[src/rtl/srt_pkg.sv]
// ----------------------------------------------------------------------------
// srt_pkg
//  Shared definitions for the SRT radix-4 divider and its reconstruction MAC.
//  Contents: radix and digit-width constants, 2-bit FSM state encoding.
//  No ports (package).
// ----------------------------------------------------------------------------
package srt_pkg;

   localparam int unsigned RADIX = 4;
   localparam int unsigned DIG_W = 2;

   // FSM state encoding (legacy-compatible constants, 2 bits)
   localparam logic [1:0] ST_IDLE  = 2'd0;
   localparam logic [1:0] ST_CALC  = 2'd1;
   localparam logic [1:0] ST_ADD_R = 2'd2;
   localparam logic [1:0] ST_DONE  = 2'd3;

endpackage

[src/rtl/srt_recon_mac_digit_mul.sv]
// ----------------------------------------------------------------------------
// radix4_digit_mul
//  Combinational radix-4 digit multiple: o_mul = i_dig * i_d, picked from
//  {0, D, 2D, 3D}. 3D is formed as (D<<1)+D at WIDTH+2 bits, so no carry loss.
// Ports:
//  i_dig  in   DIG_W      radix-4 digit (0..3)
//  i_d    in   WIDTH      multiplicand (unsigned)
//  o_mul  out  WIDTH+2    digit multiple
// ----------------------------------------------------------------------------
module radix4_digit_mul
   import srt_pkg::*;
#(
   parameter int unsigned WIDTH = 8
) (
   input  logic [DIG_W-1:0] i_dig,
   input  logic [WIDTH-1:0] i_d,
   output logic [WIDTH+1:0] o_mul
);

   logic [WIDTH+1:0] w_d1;
   logic [WIDTH+1:0] w_d2;
   logic [WIDTH+1:0] w_d3;

   assign w_d1 = {2'b00, i_d};
   assign w_d2 = {1'b0, i_d, 1'b0};
   assign w_d3 = w_d2 + w_d1;

   always_comb begin
      o_mul = '0;
      unique case (i_dig)
         2'd0:    o_mul = '0;
         2'd1:    o_mul = w_d1;
         2'd2:    o_mul = w_d2;
         default: o_mul = w_d3;
      endcase
   end

endmodule

[src/rtl/srt_recon_mac.sv]
// ----------------------------------------------------------------------------
// srt_recon_mac
//  Rebuilds the dividend N = Q*D + R from an SRT radix-4 divider's quotient,
//  divisor and remainder. Sequential radix-4 MAC: Q consumed two bits per
//  cycle, MSB digit first, followed by one cycle adding R.
// Ports:
//  clk     in   1          rising-edge clock
//  resetn  in   1          asynchronous active-low reset
//  start   in   1          request, sampled only in IDLE or DONE
//  Q,D,R   in   WIDTH      operands, captured on accepted start
//  busy    out  1          high in CALC and ADD_R
//  done    out  1          one-cycle pulse, N valid
//  N       out  2*WIDTH    result, held until the next result is written
// ----------------------------------------------------------------------------
module srt_recon_mac
   import srt_pkg::*;
#(
   parameter int unsigned WIDTH = 8
) (
   input  logic               clk,
   input  logic               resetn,
   input  logic               start,
   input  logic [WIDTH-1:0]   Q,
   input  logic [WIDTH-1:0]   D,
   input  logic [WIDTH-1:0]   R,
   output logic               busy,
   output logic               done,
   output logic [2*WIDTH-1:0] N
);

   localparam int unsigned NDIG  = WIDTH / 2;
   localparam int unsigned CNT_W = (NDIG > 1) ? $clog2(NDIG) : 1;
   localparam logic [CNT_W-1:0] CNT_LAST = CNT_W'(NDIG - 1);

   logic [1:0]         r_state, w_state_d;
   logic [CNT_W-1:0]   r_cnt,   w_cnt_d;
   logic [WIDTH-1:0]   r_q,     w_q_d;
   logic [WIDTH-1:0]   r_d,     w_d_d;
   logic [WIDTH-1:0]   r_r,     w_r_d;
   logic [2*WIDTH-1:0] r_acc,   w_acc_d;
   logic [2*WIDTH-1:0] r_n,     w_n_d;

   logic               w_accept;
   logic [WIDTH+1:0]   w_mul;
   logic [2*WIDTH-1:0] w_mul_ext;
   logic [2*WIDTH-1:0] w_sum;

   radix4_digit_mul #(
      .WIDTH (WIDTH)
   ) u_digit_mul (
      .i_dig (r_q[WIDTH-1 -: DIG_W]),
      .i_d   (r_d),
      .o_mul (w_mul)
   );

   assign w_mul_ext = {{(WIDTH-2){1'b0}}, w_mul};
   assign w_sum     = r_acc + {{WIDTH{1'b0}}, r_r};
   assign w_accept  = start && ((r_state == ST_IDLE) || (r_state == ST_DONE));

   always_comb begin
      w_state_d = r_state;
      w_cnt_d   = r_cnt;
      w_q_d     = r_q;
      w_d_d     = r_d;
      w_r_d     = r_r;
      w_acc_d   = r_acc;
      w_n_d     = r_n;
      case (r_state)
         ST_IDLE: begin
            if (start) w_state_d = ST_CALC;
         end
         ST_CALC: begin
            // Horner step: shift in one radix-4 digit's worth of product
            w_acc_d = (r_acc << 2) + w_mul_ext;
            w_q_d   = r_q << 2;
            w_cnt_d = r_cnt + CNT_W'(1);
            if (r_cnt == CNT_LAST) w_state_d = ST_ADD_R;
         end
         ST_ADD_R: begin
            w_acc_d   = w_sum;
            w_n_d     = w_sum;
            w_state_d = ST_DONE;
         end
         default: begin
            w_state_d = start ? ST_CALC : ST_IDLE;
         end
      endcase
      // Accept overrides: fresh operands, cleared accumulator; N untouched
      if (w_accept) begin
         w_q_d   = Q;
         w_d_d   = D;
         w_r_d   = R;
         w_acc_d = '0;
         w_cnt_d = '0;
      end
   end

   always_ff @(posedge clk or negedge resetn) begin
      if (!resetn) begin
         r_state <= ST_IDLE;
         r_cnt   <= '0;
         r_q     <= '0;
         r_d     <= '0;
         r_r     <= '0;
         r_acc   <= '0;
         r_n     <= '0;
      end else begin
         r_state <= w_state_d;
         r_cnt   <= w_cnt_d;
         r_q     <= w_q_d;
         r_d     <= w_d_d;
         r_r     <= w_r_d;
         r_acc   <= w_acc_d;
         r_n     <= w_n_d;
      end
   end

   // DONE lasts exactly one cycle, so decoding it gives the one-cycle pulse
   assign busy = (r_state == ST_CALC) || (r_state == ST_ADD_R);
   assign done = (r_state == ST_DONE);
   assign N    = r_n;

endmodule

[config.mk]
export PLATFORM = sky130hd
export DESIGN_NAME = srt_recon_mac
export DESIGN_NICKNAME = d
export VERILOG_FILES = /design/src/rtl/srt_pkg.sv /design/src/rtl/srt_recon_mac_digit_mul.sv /design/src/rtl/srt_recon_mac.sv
export SDC_FILE = /design/constraint.sdc
export NUM_CORES = 1
export LEC_CHECK = 0
export CAP_MARGIN = 0
export CORE_MARGIN = 10
export CORE_UTILIZATION = 50
export CTS_CLUSTER_SIZE = 30
export DETAILED_ROUTE_END_ITERATION = 10
export PLACE_DENSITY = 0.82
export SLEW_MARGIN = 10
export SYNTH_ARGS = -nofsm -noshare
export SYNTH_HDL_FRONTEND = slang
export SYNTH_SLANG_ARGS = --single-unit
[constraint.sdc]
create_clock -name clk -period 6.6 [get_ports clk]
set_input_delay 1.32 -clock clk [delete_from_list [all_inputs] [get_ports clk]]
set_output_delay 1.32 -clock clk [all_outputs]
set_load 0.1 [all_outputs]
==> flow_metrics.env, run 1 <==
export IMPL_ys_ff_latch=60
export IMPL_num_vias=3438
export IMPL_first_global_vias=3410
export IMPL_cts_setup_buffers=0
export IMPL_crit_path_end="r_acc[13]"
export IMPL_critPathCaptureType="flip-flop"
export IMPL_cp_required_ps=6830
export IMPL_die_w_um=110
export IMPL_h_tree_depth=3
export IMPL_core_um2=7850
export IMPL_initial_core_util_pct=52.0
export IMPL_fin_tns_setup_ps=0
export IMPL_rsz0062_at_grt="no"
export IMPL_cts_root_buffer="clkbuf_8"
export IMPL_clk_latency_ps=350
export IMPL_fp_dieH_um=110
export IMPL_drv_cap=0
export IMPL_r2r_end="r_acc[13]"
export IMPL_syn_area_per_cell_um2=8.80
export IMPL_worst_ep_arrival_time_ps=3920
export IMPL_criticalPathCategory="reg2reg"
export IMPL_tightest_slew_ps=982
export IMPL_antenna_cells=0
export IMPL_regToRegSetupSlack_ps=2910
export IMPL_grt_use_total_pct=17.1
export IMPL_ys_types=53
export IMPL_clkTransAtPathRegs_ps=70
export IMPL_synth_edf_count=0
export IMPL_finalSetupViolations=0
export IMPL_r2r_start="r_d[1]"
export IMPL_r2r_cells=14
export IMPL_synth_cells=464
export IMPL_hold_path_class="reg2reg"
export IMPL_dieArea_um2=12200
export IMPL_hpwl_um=6960
export IMPL_grt_start_max_net_pins=61
export IMPL_startpoint="r_d[1]"
export IMPL_gp_congestion=0.929
export IMPL_io_pins=45
export IMPL_grt_overflow_total=0
export IMPL_slew_headroom_pct=34.3
export IMPL_skew_ps=9.45
export IMPL_numClockSinks=60
export IMPL_whs_ps=488
export IMPL_cts_resized=0
export IMPL_syn_area_um2=4080
export IMPL_ys_seq_area_share_pct=36.8
export IMPL_cts_buffers=9
export IMPL_syn_to_final_growth_pct=17.0
export IMPL_hold_buffers=0
export IMPL_drive_gt1_share_pct=8.75
export IMPL_fin_crit_sh_pct=55.9
export IMPL_dr_pass1_iters=5
export IMPL_vias_per_cell=5.68
export IMPL_startpoint_type="flip-flop"
export IMPL_hold_viol=0
export IMPL_post_drt_wl_per_cell_um=16.5
export IMPL_ant_nets=0
export IMPL_status="completed"
export IMPL_antenna_found_initial=0
export IMPL_synth_main_ff_cell="dfrtp_1"
export IMPL_grt_pass1_wl_um=16700
export IMPL_final_max_slew_viol_count=0
export IMPL_numPortBuffers=44
export IMPL_layout_nets=559
export IMPL_routed_wl_um=9960
export IMPL_fmax_mhz=271
export IMPL_rows=32
export IMPL_drt_iter0_drc=201
export IMPL_async_reset_ff_share_pct=100
export IMPL_syn_nets=524
export IMPL_route_detailed_drc=0
export IMPL_clockBufferDepth=2
export IMPL_cts_tree="yes"
export IMPL_fin_crit_ps=3690
export IMPL_crit_fanout=5
export IMPL_yosysWarnings=0
==> routing by layer <==
metal | vias to the layer above | track usage, % | wire length (um)
met5 | - | 0 | 0
met3 | 16 | 3.60 | 465
met1 | 1660 | 21.9 | 4520
li1 | 1688 | - | -
met2 | 74 | 28.3 | 4790
met4 | 0 | 5.50 | 180
==> layout by cell type, fill, tap and decap left out, drive strengths merged, types with 4 or more instances in the layout <==
cell	Yosys	final
a21oi	44	44
nand2b	8	8
a22o	4	4
clkbuf	17	10
dfrtp	60	60
nor3	6	6
inv	19	19
xor2	5	5
clkdlybuf4s50	0	43
or2	4	4
nand3	6	6
buf	7	5
o21a	4	4
mux2i	15	15
xnor2	19	19
nor2b	7	7
o21ai	21	21
nor2	46	46
a211oi	10	10
a21o	6	6
nand2	70	70
o211ai	5	5
mux2	10	10
ha	30	30
==> flip-flops by register name, summed over array words and instances (netlist names) <==
name,cells
N,16
r_acc,16
r_d,8
r_q,8
r_r,8
r_cnt,2
r_state,2
==> cell type report <==
class                      count  area, um2
timing repair buffer          48        465
inverter                      19       71.3
sequential                    60       1500
tap                          102        128
fill                         692       3070
clock buffer                  10        138
clock inverter                 5       52.6
multi-input combinational    361       2420
==> Yosys cell counts, drive strengths merged, types with 7 or more instances <==
master / instances / area, um2
inv: 19 / 71.3
nor2b: 7 / 43.8
clkbuf: 17 / 63.8
o21ai: 21 / 109
nand2b: 8 / 57.6
a211oi: 10 / 85.1
ha: 30 / 375
buf: 7 / 28.8
xnor2: 19 / 166
a21oi: 44 / 220
nand2: 70 / 263
nor2: 46 / 173
mux2i: 15 / 150
dfrtp: 60 / 1500
mux2: 10 / 113
==> worst max-delay path: stages (launching register included) <==
cell and delay (ps):
dfrtp_1 440, ha_1 330, a21o_1 190, a21o_1 210
a2111oi_0 480, o31ai_1 160, and3b_1 180, o21a_1 170
ha_1 330, a21oi_1 270, o21ai_0 140, a21oi_1 200
nor2_1 80, xnor2_1 120, a221oi_1 290
==> cells by family after synthesis <==
logic type	synth area share [%]
xor+xnor	5.15
fa+ha+maj	10.7
buf+inv	4.02
compound gates	19.3
mux	6.44
flops	36.8
simple gates	17.6
==> stage by stage <==
| stage | instances | setup WS [ps] | utilization (%) | cell area, um2 |
|---|---|---|---|---|
| 2_1_floorplan | 464 | 3370 | - | 4080 |
| 3_3_place_gp | 590 | 3160 | 58.5 | 4590 |
| 3_5_place_dp | 590 | 2990 | 58.5 | 4590 |
| 4_1_cts | 605 | 2930 | 60.9 | 4780 |
| 5_1_grt | 605 | 2600 | 60.9 | 4780 |
| 6_report | 605 | 2910 | 60.9 | 4780 |
==> worst min-delay path by stage <==
stage / slack, ps / cells past startpoint / end / start
6_report: 490 / 2 / r_r[7] / r_r[7]
5_1_grt: 530 / 2 / r_r[5] / r_r[5]
4_1_cts: 490 / 2 / r_r[0] / r_r[0]
3_5_place_dp: 470 / 2 / r_r[0] / r_r[0]
3_3_place_gp: 470 / 2 / r_r[4] / r_r[4]
2_1_floorplan: 450 / 2 / r_r[0] / r_r[0]
Power of run 1 is not shown: default switching activity piles up to over one toggle a cycle in this logic, so the estimate is an artifact.
==> run 2, diff against run 1 <==
==> constraint.sdc (replaced) <==
create_clock -name clk -period 3.6 [get_ports clk]
set_input_delay 0.72 -clock clk [delete_from_list [all_inputs] [get_ports clk]]
set_output_delay 0.72 -clock clk [all_outputs]
set_load 0.1 [all_outputs]
==> run 2 against run 1 <==
- fmax is 5.0% higher
- clock skew fell by 1.2 ps
- wire length rose by 2.8%
- critical endpoint is now r_acc[14]
==> flow_metrics.env, run 2 (same netlist as run 1, synthesis figures left out) <==
export IMPL_initial_core_util_pct=52.0
export IMPL_route_detailed_drc=0
export IMPL_status="completed"
export IMPL_num_vias=3542
export IMPL_final_max_slew_viol_count=0
export IMPL_hpwl_um=7060
export IMPL_finalInstanceArea_um2=4940
export IMPL_fmax_mhz=285
export IMPL_layout_nets=568
export IMPL_cts_tree="yes"
export IMPL_criticalPathCategory="reg2reg"
export IMPL_grt_pass1_wl_um=16900
export IMPL_seqCellArea_um2=1500
export IMPL_drv_cap=0
export IMPL_ant_nets=0
export IMPL_rows=32
export IMPL_finalSetupViolations=0
export IMPL_hold_viol=0
export IMPL_cts_root_buffer="clkbuf_8"
export IMPL_grt_start_max_net_pins=47
export IMPL_startpoint_type="flip-flop"
export IMPL_post_drt_wl_per_cell_um=16.6
export IMPL_skew_ps=8.26
export IMPL_slew_headroom_pct=33.4
export IMPL_final_cell_mix="nand2_1, dfrtp_1, nor2_1"
export IMPL_clockBufferDepth=2
export IMPL_tightest_slew_ps=996
export IMPL_numPortBuffers=44
export IMPL_antenna_cells=0
export IMPL_numClockSinks=60
export IMPL_dp_cells=593
export IMPL_die_w_um=110
export IMPL_final_common_cell="nand2_1"
export IMPL_path_cells="ha_2 > inv_1 > fa_2 > a21oi_2 > a22o_1 > ha_2 > inv_1 > fa_2 > and2b_1 > o2111ai_2 > a311oi_2 > nor2_2 > or4_1 > o211ai_1"
export IMPL_cp_required_ps=3870
export IMPL_drt_iter0_drc=239
export IMPL_clk_latency_ps=350
export IMPL_fin_crit_sh_pct=97.6
export IMPL_instances_no_fill=615
export IMPL_nFillCells=652
export IMPL_clkTransAtPathRegs_ps=80
export IMPL_gp_congestion=0.944
export IMPL_hold_path_class="in2async"
export IMPL_placed_cell_area_um2=4600
export IMPL_hold_buffers=0
export IMPL_critPathCaptureType="flip-flop"
export IMPL_crit_fanout=4
export IMPL_worst_ep_arrival_time_ps=3780
export IMPL_cts_buffers=9
export IMPL_multi_input_area_um2=2480
export IMPL_slowest_stage="fa_2"
export IMPL_core_um2=7850
export IMPL_vias_per_cell=5.76
export IMPL_dieArea_um2=12200
export IMPL_critPathMaxStageDelay_ps=440
export IMPL_routed_wl_um=10200
export IMPL_h_tree_depth=3
export IMPL_syn_to_final_growth_pct=21.0
export IMPL_grt_use_total_pct=17.2
export IMPL_antenna_found_initial=0
export IMPL_drive_gt1_share_pct=13.5
export IMPL_fp_dieH_um=110
export IMPL_dr_pass1_iters=4
export IMPL_first_global_vias=3550
export IMPL_io_pins=45
export IMPL_grt_overflow_total=0
export IMPL_fin_crit_ps=3510
-- run 2: cell count changes in the layout (fill, tap and decap cells not counted), sizes merged --
cell / before / now
bufinv: 1 / 2
buf: 5 / 16
clkdlybuf4s50: 43 / 41
clkinvlp: 1 / 3
clkinv: 3 / 1
-- run 2: layer usage --
metal	routed length [um]	global-route usage [%]	vias to the layer above
met1	4370	21.3	1713
met4	188	7.61	0
met5	0	0	-
li1	-	-	1708
met3	642	3.48	17
met2	5040	28.5	104
-- run 2: layout make-up --
cell class                 count  share of cell area (%)
timing repair buffer          57                    10.7
tap                          102                    2.58
clock buffer                  10                    2.79
multi-input combinational    361                    50.3
inverter                      19                    1.44
sequential                    60                    30.4
clock inverter                 6                    1.77
-- run 2: per-stage QoR --
stage	hold slack, ps	TNS (ps)	worst slack (ps)	utilization (%)
6_report	325	0	85.3	62.9
3_3_place_gp	471	0	199	58.7
2_1_floorplan	424	0	373	-
5_1_grt	360	-61.5	-61.5	62.9
4_1_cts	343	0	44.7	61.5
3_5_place_dp	472	0	49.0	58.7
-- run 2: path summary, 6_finish.rpt --
| kind | from | cells past startpoint | slack (ps) | to |
|---|---|---|---|---|
| worst min register to register | r_r[2] | 2 | 490 | r_r[2] |
| min in group clk | r_r[2] | 2 | 490 | r_r[2] |
| max in group asynchronous | resetn | 2 | 2390 | r_d[1] |
| worst max register to register | r_d[0] | 14 | 90 | r_acc[14] |
| worst max-delay path | r_d[0] | 14 | 90 | r_acc[14] |
| worst min-delay path | resetn | 1 | 320 | N[7] |
-- run 2: timing repair --
action | in CTS | in global routing
setup buffers | 0 | 6
gates resized for setup | 0 | 15
hold endpoints to repair | 0 | 0
endpoints found under the setup margin | 0 | 6
-- run 2: worst max-delay path, delay by kind of cell (launching register included) --
family | cells | cell delay [ps]
buffers and inverters | 2 | 140
DFF | 1 | 430
and+or+nand+nor | 3 | 750
adders and majority gates | 4 | 1200
AOI/OAI and AO/OA | 5 | 910
Power of run 2 is left out for the same reason.
==> run 3, diff against run 2 <==
--- a/config.mk
+++ b/config.mk
@@ -6,7 +6,6 @@
 export NUM_CORES = 1
 export LEC_CHECK = 0
 export CAP_MARGIN = 0
-export CORE_MARGIN = 10
 export CORE_UTILIZATION = 50
 export CTS_CLUSTER_SIZE = 30
 export DETAILED_ROUTE_END_ITERATION = 10
==> run 3 against run 2 <==
- core utilization down 0.16 points
- non-clock buffer count down 2
- die area down 30%
- largest cell class unchanged
- hold slack better by 170 ps
- cell count down 0.49%
- first-iteration DRC count up 8.4%
- sequential share of layout area up 0.23 points
- global-route usage up 7.6 points
==> flow_metrics.env, run 3 (same netlist as run 1, synthesis figures left out) <==
export IMPL_grt_use_total_pct=24.8
export IMPL_antenna_found_initial=0
export IMPL_rows=32
export IMPL_grt_pass1_wl_um=16600
export IMPL_whs_ps=491
export IMPL_fin_util_pct=62.8
export IMPL_fp_dieH_um=92.4
export IMPL_route_detailed_drc=0
export IMPL_tightest_slew_ps=976
export IMPL_skew_ps=13.4
export IMPL_die_w_um=92.4
export IMPL_routed_wl_um=9710
export IMPL_ant_nets=0
export IMPL_layout_nets=566
export IMPL_hpwl_um=6670
export IMPL_antenna_cells=0
export IMPL_io_pins=45
export IMPL_dp_worst_setup_slack_ps=84.8
export IMPL_slew_headroom_pct=34.7
export IMPL_critPathCaptureType="flip-flop"
export IMPL_crit_fanout=5
export IMPL_fin_crit_sh_pct=96.2
export IMPL_critPathMaxStageDelay_ps=440
export IMPL_status="completed"
export IMPL_num_vias=3522
export IMPL_slowest_stage="dfrtp_2"
export IMPL_core_um2=7810
export IMPL_cts_root_buffer="clkbuf_8"
export IMPL_worst_ep_arrival_time_ps=3660
export IMPL_initial_core_util_pct=52.3
export IMPL_hold_buffers=0
export IMPL_vias_per_cell=5.75
export IMPL_fmax_mhz=289
export IMPL_clockBufferDepth=2
export IMPL_path_cells="ha_1 > a21o_1 > a21o_1 > xor2_1 > mux2_2 > a22o_1 > ha_1 > and2b_2 > o2111ai_4 > buf_4 > a31oi_1 > or3_1 > o21ai_0 > a211oi_1"
export IMPL_post_drt_wl_per_cell_um=15.9
export IMPL_startpoint_type="flip-flop"
export IMPL_fin_crit_ps=3460
export IMPL_numClockSinks=60
export IMPL_dr_pass1_iters=5
export IMPL_drt_iter0_drc=259
export IMPL_hold_path_class="reg2reg"
export IMPL_nFillCells=671
export IMPL_drive_gt1_share_pct=12.5
export IMPL_grt_overflow_total=0
export IMPL_h_tree_depth=3
export IMPL_numPortBuffers=44
export IMPL_layout_setup_ws_ps=135
export IMPL_grt_start_max_net_pins=61
export IMPL_final_common_cell="nand2_1"
export IMPL_final_max_slew_viol_count=0
export IMPL_syn_to_final_growth_pct=20.1
export IMPL_clk_latency_ps=360
export IMPL_cts_tree="yes"
export IMPL_clkTransAtPathRegs_ps=70
export IMPL_criticalPathCategory="reg2reg"
export IMPL_cp_required_ps=3790
export IMPL_cp_top_family="compound AO/OA/AOI/OAI gates"
export IMPL_gp_congestion=0.958
export IMPL_finalSetupViolations=0
export IMPL_first_global_vias=3518
export IMPL_hold_viol=0
export IMPL_final_cell_mix="nand2_1, dfrtp_1, nor2_1"
export IMPL_drv_cap=0
export IMPL_dieArea_um2=8530
export IMPL_cts_buffers=9
export IMPL_critPathBufInv=1
[run 3: worst register-to-register path: stages (launching register included)]
cell,delay [ps]
dfrtp_2,440
ha_1,300
a21o_1,180
a21o_1,220
xor2_1,150
mux2_2,260
a22o_1,190
ha_1,340
and2b_2,250
o2111ai_4,220
buf_4,160
a31oi_1,70
or3_1,310
o21ai_0,120
a211oi_1,110
[run 3: layout make-up]
cell class                 count  area, um2  area share [%]
inverter                      19       71.3            1.46
tap                          102        128            2.60
sequential                    60       1500            30.7
clock buffer                   9        124            2.53
multi-input combinational    361       2480            50.7
clock inverter                 6       80.1            1.63
timing repair buffer          55        513            10.5
[run 3: layer usage]
metal,global-route usage (%),up-vias,wire length [um]
met5,0,-,0
met2,40.2,109,4650
met1,32.3,1685,4330
li1,-,1707,-
met4,12.2,0,217
met3,3.69,21,506
[run 3: metrics by stage]
stage	instance area (um2)	TNS [ps]	std cells
after global placement	4610	0	594
final	4900	0	612
after detailed placement	4610	0	594
after global routing	4900	-78.1	612
after floorplan	4080	0	464
after CTS	4820	0	609
[run 3: timing repair]
item	4_1_cts	5_1_grt
gates resized for setup	0	15
setup buffers	0	3
endpoints found under the setup margin	0	7
[run 3: worst paths after layout]
check	start	endpoint	slack, ps	cells past startpoint
max	r_d[1]	r_acc[10]	140	14
min	r_r[5]	r_r[5]	490	2
max reg2reg	r_d[1]	r_acc[10]	140	14
min reg2reg	r_r[5]	r_r[5]	490	2
max in group asynchronous	resetn	r_d[1]	2570	2
min in group asynchronous	resetn	r_acc[5]	500	2
Power of run 3 is left out for the same reason.
